## config.mk

```make
export PLATFORM = sky130hd
export DESIGN_NAME = midi_tx
export DESIGN_NICKNAME = d
export VERILOG_FILES = /design/src/rtl/midi_tx.sv
export SDC_FILE = /design/constraint.sdc
export NUM_CORES = 1
export LEC_CHECK = 0
export BUFFER_PORTS_ARGS = -buffer_cell sky130_fd_sc_hd__clkbuf_2
export CORE_MARGIN = 10
export CORE_UTILIZATION = 45
export CTS_CLUSTER_DIAMETER = 120
export DETAILED_ROUTE_END_ITERATION = 7
export PLACE_DENSITY = 0.66
export SLEW_MARGIN = 25
export SYNTH_ARGS = -nofsm -noshare
export SYNTH_HDL_FRONTEND = slang
export SYNTH_SLANG_ARGS = --single-unit
```

## constraint.sdc

```tcl
create_clock -name clk -period 2.8 [get_ports clk]
set_input_delay 0.56 -clock clk [delete_from_list [all_inputs] [get_ports clk]]
set_output_delay 0.56 -clock clk [all_outputs]
set_load 0.02 [all_outputs]
```

## src/rtl/midi_tx.sv

```systemverilog
// midi_tx: serial MIDI OUT transmitter (31250 baud, 8N1).
// Takes a status/data1/data2 message on a one-cycle send strobe. The number of
// bytes is decoded from the status byte. A repeated channel status byte can be
// omitted (running status).
module midi_tx #(
   parameter int clk_freq       = 100000000,
   parameter int baud           = 31250,
   parameter int running_status = 1
) (
   input  logic       clk,
   input  logic       rst,
   input  logic [7:0] status,
   input  logic [7:0] data1,
   input  logic [7:0] data2,
   input  logic       send,
   output logic       busy,
   output logic       done,
   output logic       err,
   output logic       midi_txd
);

   localparam int DIV = clk_freq / baud;
   localparam int CW  = (DIV > 1) ? $clog2(DIV) : 1;
   localparam logic [CW-1:0] BAUD_LAST = CW'(DIV - 1);

   typedef enum logic [1:0] {IDLE, START, DATA, STOP} state_t;

   state_t        state_reg, state_next;
   logic [CW-1:0] baud_cnt_reg, baud_cnt_next;
   logic [2:0]    bit_cnt_reg, bit_cnt_next;
   logic [7:0]    shift_reg, shift_next;
   logic [7:0]    byte1_reg, byte1_next;   // next byte to send after the current one
   logic [7:0]    byte2_reg, byte2_next;   // byte after that
   logic [1:0]    remain_reg, remain_next; // bytes still queued behind shift_reg
   logic [7:0]    rs_reg, rs_next;         // stored running status
   logic          rs_valid_reg, rs_valid_next;
   logic          txd_reg, txd_next;
   logic          busy_reg, busy_next;
   logic          done_reg, done_next;
   logic          err_reg, err_next;

   logic [1:0]    msg_bytes;
   logic          is_channel;
   logic          skip_status;
   logic          baud_end;

   // Total message length in bytes, status byte included.
   function automatic logic [1:0] msg_len(input logic [7:0] s);
      logic [1:0] n;
      case (s[7:4])
         4'h8, 4'h9, 4'hA, 4'hB, 4'hE: n = 2'd3;
         4'hC, 4'hD:                   n = 2'd2;
         4'hF: begin
            case (s[3:0])
               4'h1, 4'h3: n = 2'd2;
               4'h2:       n = 2'd3;
               default:    n = 2'd1;
            endcase
         end
         default: n = 2'd1;
      endcase
      return n;
   endfunction

   assign msg_bytes   = msg_len(status);
   assign is_channel  = status[7] && (status[7:4] != 4'hF);
   assign skip_status = (running_status != 0) && is_channel && rs_valid_reg && (rs_reg == status);
   assign baud_end    = (baud_cnt_reg == BAUD_LAST);

   // State and datapath registers with synchronous reset.
   always_ff @(posedge clk) begin
      if (rst) begin
         state_reg    <= IDLE;
         baud_cnt_reg <= '0;
         bit_cnt_reg  <= '0;
         shift_reg    <= '0;
         byte1_reg    <= '0;
         byte2_reg    <= '0;
         remain_reg   <= '0;
         rs_reg       <= '0;
         rs_valid_reg <= 1'b0;
         txd_reg      <= 1'b1;
         busy_reg     <= 1'b0;
         done_reg     <= 1'b0;
         err_reg      <= 1'b0;
      end else begin
         state_reg    <= state_next;
         baud_cnt_reg <= baud_cnt_next;
         bit_cnt_reg  <= bit_cnt_next;
         shift_reg    <= shift_next;
         byte1_reg    <= byte1_next;
         byte2_reg    <= byte2_next;
         remain_reg   <= remain_next;
         rs_reg       <= rs_next;
         rs_valid_reg <= rs_valid_next;
         txd_reg      <= txd_next;
         busy_reg     <= busy_next;
         done_reg     <= done_next;
         err_reg      <= err_next;
      end
   end

   // Next-state logic: message acceptance, bit timing and byte sequencing.
   always_comb begin
      state_next    = state_reg;
      baud_cnt_next = baud_cnt_reg;
      bit_cnt_next  = bit_cnt_reg;
      shift_next    = shift_reg;
      byte1_next    = byte1_reg;
      byte2_next    = byte2_reg;
      remain_next   = remain_reg;
      rs_next       = rs_reg;
      rs_valid_next = rs_valid_reg;
      txd_next      = txd_reg;
      busy_next     = busy_reg;
      done_next     = 1'b0;
      err_next      = 1'b0;

      case (state_reg)
         IDLE: begin
            txd_next  = 1'b1;
            busy_next = 1'b0;
            if (send) begin
               if (!status[7]) begin
                  err_next = 1'b1;
               end else begin
                  if (skip_status) begin
                     shift_next  = data1;
                     byte1_next  = data2;
                     remain_next = msg_bytes - 2'd2;
                  end else begin
                     shift_next  = status;
                     byte1_next  = data1;
                     byte2_next  = data2;
                     remain_next = msg_bytes - 2'd1;
                  end
                  // Channel messages set the running status, system common
                  // messages clear it, real-time messages leave it alone.
                  if (is_channel) begin
                     rs_next       = status;
                     rs_valid_next = 1'b1;
                  end else if (status[7:3] == 5'b11110) begin
                     rs_valid_next = 1'b0;
                  end
                  baud_cnt_next = '0;
                  txd_next      = 1'b0;
                  busy_next     = 1'b1;
                  state_next    = START;
               end
            end
         end
         START: begin
            if (baud_end) begin
               baud_cnt_next = '0;
               bit_cnt_next  = '0;
               txd_next      = shift_reg[0];
               state_next    = DATA;
            end else begin
               baud_cnt_next = baud_cnt_reg + 1'b1;
            end
         end
         DATA: begin
            if (baud_end) begin
               baud_cnt_next = '0;
               if (bit_cnt_reg == 3'd7) begin
                  txd_next   = 1'b1;
                  state_next = STOP;
               end else begin
                  bit_cnt_next = bit_cnt_reg + 1'b1;
                  shift_next   = {1'b0, shift_reg[7:1]};
                  txd_next     = shift_reg[1];
               end
            end else begin
               baud_cnt_next = baud_cnt_reg + 1'b1;
            end
         end
         STOP: begin
            if (baud_end) begin
               baud_cnt_next = '0;
               if (remain_reg != 2'd0) begin
                  shift_next  = byte1_reg;
                  byte1_next  = byte2_reg;
                  remain_next = remain_reg - 2'd1;
                  txd_next    = 1'b0;
                  state_next  = START;
               end else begin
                  txd_next   = 1'b1;
                  busy_next  = 1'b0;
                  done_next  = 1'b1;
                  state_next = IDLE;
               end
            end else begin
               baud_cnt_next = baud_cnt_reg + 1'b1;
            end
         end
         default: state_next = IDLE;
      endcase
   end

   assign midi_txd = txd_reg;
   assign busy     = busy_reg;
   assign done     = done_reg;
   assign err      = err_reg;

endmodule

```

* Yosys cells after proc, flatten, opt, wreduce, memory -nomap -nowiden
Index checks and enable logic that the tools add are counted.
** Storage, ports and cells
- Register bits after elaboration :: 56
- Input bits :: 27
** Cells by class
- $add $sub $neg :: 5
- Equality and inequality tests :: 28
- Mux-type cells :: 53
- Bitwise logic cells :: 5
- Reduce and logical (&&, ||, !) cells :: 25
** Operator list (count)
- 8-bit 2-to-1 mux :: 12
- 12-bit 2-to-1 mux :: 3
- 4-bit equality test (second input constant) :: 8
- 12-bit one-hot mux with 2 select lines :: 1
- 8-bit one-hot mux with 3 select lines :: 1
- 2-bit 2-to-1 mux :: 11
- 2-bit inequality test (second input constant) :: 9
- 8-bit one-hot mux with 2 select lines :: 1
- 4-bit AND reduction :: 4
- 1-bit 2-to-1 mux :: 14
- 12-bit by 1-bit adder with 12-bit output (second input constant) :: 1
- 12-bit equality test (second input constant) :: 1
- 3-bit 2-to-1 mux :: 3
- 3-bit OR reduction :: 3
- 4-bit by 2-bit equality test with 1-bit output (second input constant) :: 2
- 8-bit equality test :: 1
- 2-bit one-hot mux with 2 select lines :: 2
- 2-bit one-hot mux with 4 select lines :: 1
- 2-bit nonzero test :: 4
- 7-bit AND reduction :: 1
- 2-bit one-hot mux with 3 select lines :: 1
- 3-bit one-hot mux with 2 select lines :: 1
- 3-bit AND reduction :: 2
- 6-bit AND reduction :: 1
- other kinds (19) :: 28

* Depth between registers and ports, before layout
Gate-level depths: netlist of the first run.
- Depth after elaboration :: 9
- Mapped depth :: 8

* Least setup slack after synthesis of the first run
Ideal clock, no wire load.
- Kind :: input-to-reg
- From :: input port status[3]
- To :: register byte1_reg[6]
- Setup time :: 0.122 ns
- Data arrival time :: 2.018 ns
- Required time :: 2.678 ns
- Setup slack :: 0.660 ns
- Stages :: 6
- Path buffers :: 1
- Path through :: xor2_1 > nor4_4 > nand3_4 > buf_6 > mux2_4 > a221o_1
** Between the ends
- Cells in the longest elaborated chain, start to end :: 6
** Ends and longest elaborated chain
- start, declared :: line 12 : input logic [7:0] status,
- 8-bit equality test :: line 67 : assign skip_status = (running_status != 0) && is_channel && rs_valid_reg && (rs_reg == status);
- 1-bit logical AND :: line 67
- 8-bit 2-to-1 mux :: line 127 : if (skip_status) begin
- 8-bit 2-to-1 mux :: line 124 : if (!status[7]) begin
- 8-bit 2-to-1 mux :: line 123 : if (send) begin
- 8-bit one-hot mux with 2 select lines :: line 119 : case (state_reg)
- end signal, assigned :: line 91 : byte1_reg <= byte1_next;
- end, declared :: line 32 : logic [7:0] byte1_reg, byte1_next;
No other way between the ends. The select of a mux whose other input is x is not followed.
A chain may end at the register's enable or synchronous reset.

* Worst setup path in the final report of the first run
- From :: register state_reg[0]
- To :: register shift_reg[4]
** Between the ends
- Cells in the longest elaborated chain, start to end :: 3
- Elaborated cells between the ends (all ways) :: 12
** Ends and longest elaborated chain
- start, declared :: line 28 : state_t state_reg, state_next;
- start signal, assigned :: line 87 : state_reg <= state_next;
- 2-bit equality test / 2-bit logical NOT (equally long branches) :: line 119
- 2-bit inequality test (no line) / 3-bit nonzero test (equally long branches)
- 7-bit AND reduction (no line)
- end signal, assigned :: line 90 : shift_reg <= shift_next;
- end, declared :: line 31 : logic [7:0] shift_reg, shift_next;
Parallel ways exist; a longest one is shown, timed or not.

==> metrics, run 1 <==
cells resized by post-CTS repair=0; Cell Pwr Density=718 nW/um2; DRC violation total after the first TritonRoute iteration=about 140; Finished Core Util=about 52%; standard-cell row count=29; die extent in x=just over 100 um; switching power summed over all nets=~0.90 mW; Final Critical Period=~2.4 ns; syn_area_per_cell=approximately 8.7 um2; count of placed standard cells including taps=about 440; post-synthesis sequential area ratio=a little under two fifths; Detail Route met3 WL=approximately 310 um; critical path capture point type=flop; Most used DFF post-synth=sky130_fd_sc_hd__dfxtp_1; Slew @ Worst Pin=approximately 0.9 ns; Reg power frac=a little over two fifths; area of all placed cells without fillers=3330 um2; flip-flop count of the largest register, all copies and words added=12; number of inserted diodes=0; register clock-pin slew on the reported worst setup and hold paths=0.10 ns; Critical Path AT=2.57 ns; vias per cell=5.52; worst voltage drop across the vdd grid=between 300 and 400 uV; Detail Placement HPWL=4950 um; clock latency at the later pin of the worst-skew pair=roughly 0.31 ns; post-route setup TNS=0 ns; max-cap violation count=0; Final Skew=roughly 0.012 ns; number of nets with antenna violations after detailed routing=0; post-synthesis async set-or-reset flop share=0%; number of synthesized flops with an enable pin=0; Global Route Usage Sum=13.5%; area of the die=about 10000 um2; number of buffers added for setup after CTS=0; fraction of final layout cells sized beyond drive strength 1=around 18%; max layer used=met4; endpoints failing setup=0; Leak Pwr=1.34 nW; detailed-routing wirelength on met1=~3300 um; Cell Int Power=1.50 mW; number of max-slew violations in the final report=0; gpl congestion=0.842; placeable core area=6420 um2; startpoint type of the worst setup path=flop; non-filler cells in the finished layout=around 450; Yosys warning count=0; Net count, final=410; global-route wire length before repair=approximately 12000 um; quantity of hold-fixing buffers added after cts=0; die extent in y=roughly 100 um; number of flip-flops and latches in the synthesized netlist=56; relative slew slack=40.9%; clock sink count=56; clock buffers created by TritonCTS=5; status=completed; count of vias placed by the detailed router=2489; antenna violations before repair=0; buffer depth of the longest clock path=2; synthesized cell area=roughly 3000 um2; RSZ-0062 raised after global routing=no; worst setup path class=reg2reg; cell chosen for the clock root=sky130_fd_sc_hd__clkbuf_8; Worst Path Max Fanout=9; TritonCTS clock tree=yes; area growth from synthesis to layout=11.1%; detailed-routing iteration count for the pre-antenna-repair pass=4; hold slack final=around 0.47 ns; overflow left after global routing=0; Post-Synthesis Cells=roughly 340; # port buffers=30; number of failing hold endpoints at the final stage=0; max frequency=around 420 MHz; synthesized net count=approximately 380; power share of the combinational group=approximately two fifths; met2 routed wirelength=between 3000 and 4000 um; overall routed net length=6730 um; wire length per cell after detailed routing=between 10 and 15 um; fill cell total of the finished layout=605; post-synth cell types=49; Initial Utilization=between 40% and 50%; area after detailed placement=~3200 um2; Boundary Pins=31; data required time at the worst endpoint=2.98 ns; number of levels in the clock H-tree=2; clock network fraction of design power=18.7%; vias in the first global route=around 2.4k; maximum number of pins on one net before global-route repair=28; path type of the worst min-delay path=reg2reg; Switching Fraction=37.5%; final critical-path share of the clock period=85.5%; number of design rule violations left after detail routing=0
## per-layer routing
| layer | global-route usage [%] | up-vias |
|---|---|---|
| met5 | 0 | - |
| met2 | 20.5 | 51 |
| met4 | 4.29 | 0 |
| li1 | - | 1291 |
| met1 | 18.2 | 1141 |
| met3 | 3.40 | 6 |
## worst paths after layout
kind / startpoint / to / slack [ns] / depth (start not counted)
worst max-delay path: state_reg[0]$_SDFFE_PP0P_ / shift_reg[4]$_SDFFE_PP0P_ / 0.41 / 6
worst min register to register: rs_reg[2]$_SDFFE_PP0P_ / rs_reg[2]$_SDFFE_PP0P_ / 0.47 / 2
worst max register to register: state_reg[0]$_SDFFE_PP0P_ / shift_reg[4]$_SDFFE_PP0P_ / 0.41 / 6
worst min-delay path: rs_reg[2]$_SDFFE_PP0P_ / rs_reg[2]$_SDFFE_PP0P_ / 0.47 / 2
## cell type report
class / instances / area [um2] / area share (%)
well taps: 77 / 96.3 / 2.89
clock buffers: 6 / 72.6 / 2.18
repair buffers: 40 / 225 / 6.76
multi-input cells: 259 / 1760 / 52.8
inverters: 11 / 41.3 / 1.24
clock inverters: 2 / 16.3 / 0.488
flip-flops and latches: 56 / 1120 / 33.6
## power by group through the flow
stage	sequential [mW]	clock [mW]	combinational [mW]
4_1_cts	1.02	0.473	0.931
6_report	1.02	0.447	0.924
3_3_place_gp	1.04	0	0.919
3_5_place_dp	1.04	0	0.929
2_1_floorplan	1.03	0	0.694
5_1_grt	1.04	0.505	1.05
## cell usage in the layout (no fill, tap or decap), types with 2 or more instances in the layout
cell type,instances
sky130_fd_sc_hd__a211oi_1,4
sky130_fd_sc_hd__a21oi_1,25
sky130_fd_sc_hd__a221o_1,8
sky130_fd_sc_hd__a221oi_1,2
sky130_fd_sc_hd__a22oi_1,8
sky130_fd_sc_hd__a311oi_1,8
sky130_fd_sc_hd__a31oi_1,2
sky130_fd_sc_hd__and2_1,4
sky130_fd_sc_hd__and3_1,3
sky130_fd_sc_hd__and4_1,3
sky130_fd_sc_hd__buf_4,10
sky130_fd_sc_hd__clkbuf_2,30
sky130_fd_sc_hd__clkbuf_8,5
sky130_fd_sc_hd__dfxtp_1,56
sky130_fd_sc_hd__ha_1,10
sky130_fd_sc_hd__inv_1,11
sky130_fd_sc_hd__mux2_2,7
sky130_fd_sc_hd__mux2_4,8
sky130_fd_sc_hd__mux2i_1,10
sky130_fd_sc_hd__nand2_1,44
sky130_fd_sc_hd__nand2b_1,5
sky130_fd_sc_hd__nand3_1,6
sky130_fd_sc_hd__nand4_1,4
sky130_fd_sc_hd__nor2_1,37
sky130_fd_sc_hd__nor3_1,13
sky130_fd_sc_hd__nor4b_1,2
sky130_fd_sc_hd__o21ai_0,10
sky130_fd_sc_hd__xnor2_1,4
sky130_fd_sc_hd__xor2_1,12
## synth_stat cells, drive strengths merged, types with 4 or more instances
master | n | area share (%)
a211oi | 4 | 1.0
a21oi | 25 | 4.2
a221o | 8 | 2.7
a22oi | 8 | 2.0
a311oi | 8 | 2.3
and2 | 4 | 0.83
and4 | 4 | 1.2
clkbuf | 15 | 1.9
dfxtp | 56 | 37
ha | 10 | 4.2
inv | 11 | 1.4
mux2 | 15 | 6.6
mux2i | 10 | 3.3
nand2 | 44 | 5.5
nand2b | 5 | 1.0
nand3 | 7 | 1.6
nand4 | 4 | 0.83
nor2 | 37 | 4.6
nor3 | 15 | 3.0
o21ai | 10 | 1.7
xnor2 | 4 | 1.2
xor2 | 12 | 3.5
## per-stage QoR
step | setup slack, ns | power (mW)
after CTS | 0.385 | 2.43
after global placement | 0.426 | 1.95
after floorplan | 0.660 | 1.72
after global routing | 0.113 | 2.59
after detailed placement | 0.372 | 1.97
final | 0.407 | 2.39
## cells by family (layout without fill, tap and decap cells)
group | after synthesis | count (layout) | share of synthesized area [%]
buffers and inverters | 29 | 59 | 3.96
adder cells (fa/ha/maj) | 10 | 10 | 4.17
flip-flops | 56 | 56 | 37.4
XOR/XNOR | 16 | 16 | 4.67
AND/OR/NAND/NOR | 132 | 132 | 22.3
multiplexers | 25 | 25 | 9.97
AO/OA/AOI/OAI | 76 | 76 | 17.6
## worst max-delay path, cell delays in order, from the launching register on
cell	delay, ns
sky130_fd_sc_hd__dfxtp_1	0.41
sky130_fd_sc_hd__inv_1	0.12
sky130_fd_sc_hd__ha_1	0.28
sky130_fd_sc_hd__a21boi_0	0.16
sky130_fd_sc_hd__a211oi_1	0.76
sky130_fd_sc_hd__and2_1	0.41
sky130_fd_sc_hd__a311oi_1	0.13
No activity file was read; power rests on OpenSTA's default activity.
==> run 2, diff against run 1 <==
==> constraint.sdc (replaced) <==
create_clock -name clk -period 2.8 [get_ports clk]
set_input_delay 0.42 -clock clk [delete_from_list [all_inputs] [get_ports clk]]
set_output_delay 0.42 -clock clk [all_outputs]
set_load 0.02 [all_outputs]
==> metrics, run 2 (synthesized netlist as in run 1, its figures left out) <==
overall routed net length=7150 um; data required time at the worst endpoint=between 3 and 4 ns; quantity of hold-fixing buffers added after cts=0; Boundary Pins=31; number of inserted diodes=0; area growth from synthesis to layout=11.5%; CP max-delay cell=sky130_fd_sc_hd__nor2b_1; met3 usage=approximately 4.2%; vias per cell=roughly 5.6; family with the most delay on the worst path=simple AND/OR/NAND/NOR gates; Cell Pwr Density=between 700 and 800 nW/um2; number of levels in the clock H-tree=2; fraction of final layout cells sized beyond drive strength 1=a little under a fifth; number of nets with antenna violations after detailed routing=0; wire length per cell after detailed routing=between 15 and 20 um; Leak Pwr=between 1 and 1.5 nW; vias in the first global route=2514; clock buffers created by TritonCTS=5; number of buffers added for setup after CTS=0; Crit path largest cell delay=approximately 0.54 ns; endpoints failing setup=0; CP Buf/Inv Count=1; cells resized by post-CTS repair=0; maximum number of pins on one net before global-route repair=22; number of failing hold endpoints at the final stage=0; area of the die=10300 um2; antenna violations before repair=0; register clock-pin slew on the reported worst setup and hold paths=approximately 0.1 ns; standard-cell row count=29; flip-flop count of the largest register, all copies and words added=12; Slew @ Worst Pin=just under 0.9 ns; die extent in x=102 um; met2 Track Usage GR=21.4%; fraction of met1 tracks used by global routing=roughly a fifth; fill cell total of the finished layout=around 630; Global Route Usage Sum=14.3%; startpoint type of the worst setup path=flop; placeable core area=between 6000 and 7000 um2; path type of the worst min-delay path=in2reg; Final Critical Period=around 2.5 ns; clock sink count=56; CP Cell Sequence=inv_1, ha_1, nand3_1, a21oi_1, a21oi_1, nor2b_1, a221o_1; Worst Path Max Fanout=8; Initial Utilization=46.7%; overflow left after global routing=0; PnR Total Power=around 2.5 mW; number of max-slew violations in the final report=0; Finished Core Util=between 50% and 60%; gpl congestion=0.874; most common cell after layout, fill and taps aside=sky130_fd_sc_hd__dfxtp_1; final critical-path share of the clock period=approximately 90%; status=completed; relative slew slack=between 40% and 50%; post-route setup TNS=0 ns; DRC violation total after the first TritonRoute iteration=103; die extent in y=between 100 and 150 um; number of design rule violations left after detail routing=0; RSZ-0062 raised after global routing=no; global routing's busiest layer=met2; PnR worst setup slack=~0.32 ns; Critical Path AT=approximately 2.8 ns; hold slack final=roughly 0.35 ns; # port buffers=30; TritonCTS clock tree=yes; most numerous cell on the critical path=sky130_fd_sc_hd__a21oi_1; cell chosen for the clock root=sky130_fd_sc_hd__clkbuf_8; Net count, final=between 400 and 500; clock latency at the later pin of the worst-skew pair=roughly 0.32 ns; most frequent cells in the layout=sky130_fd_sc_hd__dfxtp_1 (56), sky130_fd_sc_hd__nand2_1 (44), sky130_fd_sc_hd__nor2_1 (37); max frequency=roughly 400 MHz; Detail Placement HPWL=between 5000 and 6000 um; global-route wire length before repair=around 12000 um; minimum setup slack after placement=approximately 0.36 ns; critical path capture point type=flop; worst setup path class=reg2reg; detailed-routing iteration count for the pre-antenna-repair pass=4; Final Skew=between 0.01 and 0.015 ns; max-cap violation count=0; buffer depth of the longest clock path=2; count of vias placed by the detailed router=2524; worst voltage drop across the vdd grid=between 300 and 400 uV
-- run 2: through the flow --
stage                     cells  area [um2]
after floorplan             344        3000
after global placement      442        3240
after detailed placement    442        3240
after CTS                   450        3340
after global routing        450        3340
final                       450        3340
-- run 2: layout make-up --
cell class | instances | area [um2] | area share, %
flip-flops and latches | 56 | 1120 | 33.5
well taps | 77 | 96.3 | 2.88
clock inverters | 2 | 35.0 | 1.05
clock buffers | 6 | 72.6 | 2.17
multi-input cells | 259 | 1760 | 52.6
repair buffers | 39 | 218 | 6.51
inverters | 11 | 41.3 | 1.23
-- run 2: metal layers --
layer,vias up,wire [um]
met5,-,0
met4,0,68
met3,7,452
met2,61,3140
met1,1166,3490
li1,1290,-
-- run 2: worst paths after layout --
check / startpoint / to / slack [ns] / depth (start not counted)
min: data2[2] / byte2_reg[2]$_SDFFE_PP0P_ / 0.35 / 3
max: state_reg[1]$_SDFFE_PP0P_ / byte1_reg[1]$_SDFFE_PP0P_ / 0.32 / 7
min reg2reg: bit_cnt_reg[1]$_SDFFE_PP0P_ / bit_cnt_reg[1]$_SDFFE_PP0P_ / 0.47 / 2
max reg2reg: state_reg[1]$_SDFFE_PP0P_ / byte1_reg[1]$_SDFFE_PP0P_ / 0.32 / 7
-- run 2: tightest hold or removal path: stages --
cell and delay (ns):
sky130_fd_sc_hd__clkbuf_2 0.09, sky130_fd_sc_hd__mux2i_1 0.06, sky130_fd_sc_hd__nor2_1 0.08
-- run 2: report_power, final --
group          internal [mW]  total (mW)  switching, mW
combinational          0.374       0.934          0.560
clock                  0.266       0.537          0.271
sequential             0.934        1.03         0.0918
==> run 3, diff against run 2 <==
--- a/config.mk
+++ b/config.mk
@@ -8,8 +8,8 @@
 export BUFFER_PORTS_ARGS = -buffer_cell sky130_fd_sc_hd__clkbuf_2
 export CORE_MARGIN = 10
-export CORE_UTILIZATION = 45
+export CORE_UTILIZATION = 59
 export CTS_CLUSTER_DIAMETER = 120
 export DETAILED_ROUTE_END_ITERATION = 7
-export PLACE_DENSITY = 0.66
+export PLACE_DENSITY = 0.82
 export SLEW_MARGIN = 25
 export SYNTH_ARGS = -nofsm -noshare
==> constraint.sdc (replaced) <==
create_clock -name clk -period 2.8 [get_ports clk]
set_input_delay 0.42 -clock clk [delete_from_list [all_inputs] [get_ports clk]]
set_output_delay 0.42 -clock clk [all_outputs]
set_load 0.1 [all_outputs]
==> metrics, run 3 (synthesized netlist as in run 1, its figures left out) <==
number of nets with antenna violations after detailed routing=0; relative slew slack=41.3%; CP Buf/Inv Count=1; critical path capture point type=flop; Worst Min Path Start=data2[2]; max frequency=about 400 MHz; count of vias placed by the detailed router=between 2k and 3k; detailed-routing iteration count for the pre-antenna-repair pass=4; Boundary Pins=31; most frequent cells in the layout=sky130_fd_sc_hd__dfxtp_1 (56), sky130_fd_sc_hd__nand2_1 (44), sky130_fd_sc_hd__nor2_1 (37); die extent in y=91.3 um; max-cap violation count=0; hold slack final=approximately 0.35 ns; post-route setup TNS=0 ns; RSZ-0062 raised after global routing=no; Worst Path Max Fanout=8; fill cell total of the finished layout=409; DRC violation total after the first TritonRoute iteration=167; area growth from synthesis to layout=11.4%; startpoint type of the worst setup path=flop; clock sink count=56; buffer depth of the longest clock path=2; overall routed net length=6840 um; maximum number of pins on one net before global-route repair=35; clock latency at the later pin of the worst-skew pair=0.31 ns; global-route wire length before repair=11800 um; TritonCTS clock tree=yes; CP Cell Sequence=inv_1, ha_1, nand3_1, a21oi_1, a21oi_1, nor2b_1, a221o_1; Hold Path Depth=3; cell chosen for the clock root=sky130_fd_sc_hd__clkbuf_8; Final Critical Period=2.49 ns; met3 usage=under 10%; met2 Track Usage GR=between 20% and 30%; worst hold path endpoint=byte2_reg[2]$_SDFFE_PP0P_; fraction of final layout cells sized beyond drive strength 1=18.4%; cells resized by post-CTS repair=0; destination of the worst register-to-register timing path=byte1_reg[5]$_SDFFE_PP0P_; global routing's busiest layer=met2; vias in the first global route=approximately 2.6k; Initial Utilization=between 60 and 70%; number of design rule violations left after detail routing=0; die extent in x=approximately 90 um; path type of the worst min-delay path=in2reg; vias per cell=approximately 5.8; number of failing hold endpoints at the final stage=0; quantity of hold-fixing buffers added after cts=0; Finished Core Util=a little over two thirds; most common cell after layout, fill and taps aside=sky130_fd_sc_hd__dfxtp_1; Global Route Usage Sum=16.8%; number of inserted diodes=0; Slew @ Worst Pin=approximately 0.9 ns; antenna violations before repair=0; area of the die=approximately 8300 um2; status=completed; placeable core area=about 4800 um2; gpl congestion=around 0.89; clock buffers created by TritonCTS=5; Cell Pwr Density=764 nW/um2; Detail Placement HPWL=a little over 5000 um; CP max-delay cell=sky130_fd_sc_hd__nor2b_1; endpoints failing setup=0; final critical-path share of the clock period=89.0%; number of buffers added for setup after CTS=0; most numerous cell on the critical path=sky130_fd_sc_hd__a21oi_1; number of max-slew violations in the final report=0; fraction of met1 tracks used by global routing=about a fifth; wire length per cell after detailed routing=15.5 um; Crit path largest cell delay=0.59 ns; cell count along the critical path=7; Reg2Reg Depth=7; Critical Path AT=about 2.8 ns; overflow left after global routing=0; number of levels in the clock H-tree=2; Leak Pwr=around 1.4 nW; worst setup path class=reg2reg; # port buffers=30; family with the most delay on the worst path=compound AO/OA/AOI/OAI gates; launching point of the worst reg2reg path=state_reg[0]$_SDFFE_PP0P_; Final Skew=0.0103 ns; data required time at the worst endpoint=about 3 ns; Net count, final=between 400 and 500; setup slack of the most critical reg-to-reg path=around 0.3 ns; register clock-pin slew on the reported worst setup and hold paths=0.10 ns; worst voltage drop across the vdd grid=347 uV; flip-flop count of the largest register, all copies and words added=12; standard-cell row count=25
==> run 3: cell types whose count changed in the layout (fill, tap and decap cells not counted), sizes merged <==
cell	change
buf	+1
inv	+1
clkinv	-1
==> run 3: worst max path at each step <==
stage | start | to | slack, ns
2_1_floorplan | state_reg[0]$_SDFFE_PP0P_ | shift_reg[3]$_SDFFE_PP0P_ | 0.73
3_3_place_gp | baud_cnt_reg[0]$_SDFFE_PP0P_ | byte1_reg[6]$_SDFFE_PP0P_ | 0.47
3_5_place_dp | state_reg[0]$_SDFFE_PP0P_ | byte1_reg[4]$_SDFFE_PP0P_ | 0.41
4_1_cts | state_reg[0]$_SDFFE_PP0P_ | byte1_reg[4]$_SDFFE_PP0P_ | 0.32
5_1_grt | state_reg[0]$_SDFFE_PP0P_ | byte1_reg[5]$_SDFFE_PP0P_ | 0.15
6_report | state_reg[0]$_SDFFE_PP0P_ | byte1_reg[5]$_SDFFE_PP0P_ | 0.31
==> run 3: power by group <==
group	switching, mW	internal, mW	total, mW
sequential	0.0924	0.934	1.03
clock	0.269	0.271	0.540
combinational	0.604	0.384	0.987
==> run 3: worst register-to-register path: stages, from the launching register on <==
cell,delay (ns)
sky130_fd_sc_hd__dfxtp_1,0.42
sky130_fd_sc_hd__inv_1,0.14
sky130_fd_sc_hd__ha_1,0.30
sky130_fd_sc_hd__nand3_1,0.18
sky130_fd_sc_hd__a21oi_1,0.10
sky130_fd_sc_hd__a21oi_1,0.47
sky130_fd_sc_hd__nor2b_1,0.59
sky130_fd_sc_hd__a221o_1,0.26
==> run 3: final cells by class <==
cell class	count	area, um2	share of cell area, %
inverter	11	41.3	1.24
clock inverter	2	38.8	1.16
tap	67	83.8	2.51
sequential	56	1120	33.5
timing repair buffer	40	225	6.74
multi-input combinational	259	1760	52.7
clock buffer	6	72.6	2.17
==> run 3: routing by layer <==
metal  vias up  part of all wire (%)
li1       1297                     -
met1      1218                    46
met2        55                    47
met3         5                   5.5
met4         0                  0.96
met5         -                     0
==> run 3: metrics by stage <==
| stage | std cells | setup slack, ns | power [mW] | cell area (um2) |
|---|---|---|---|---|
| 2_1_floorplan | 344 | 0.726 | 1.77 | 3000 |
| 3_3_place_gp | 433 | 0.467 | 1.99 | 3230 |
| 3_5_place_dp | 433 | 0.410 | 2.02 | 3230 |
| 4_1_cts | 441 | 0.322 | 2.56 | 3340 |
| 5_1_grt | 441 | 0.149 | 2.73 | 3340 |
| 6_report | 441 | 0.307 | 2.55 | 3340 |
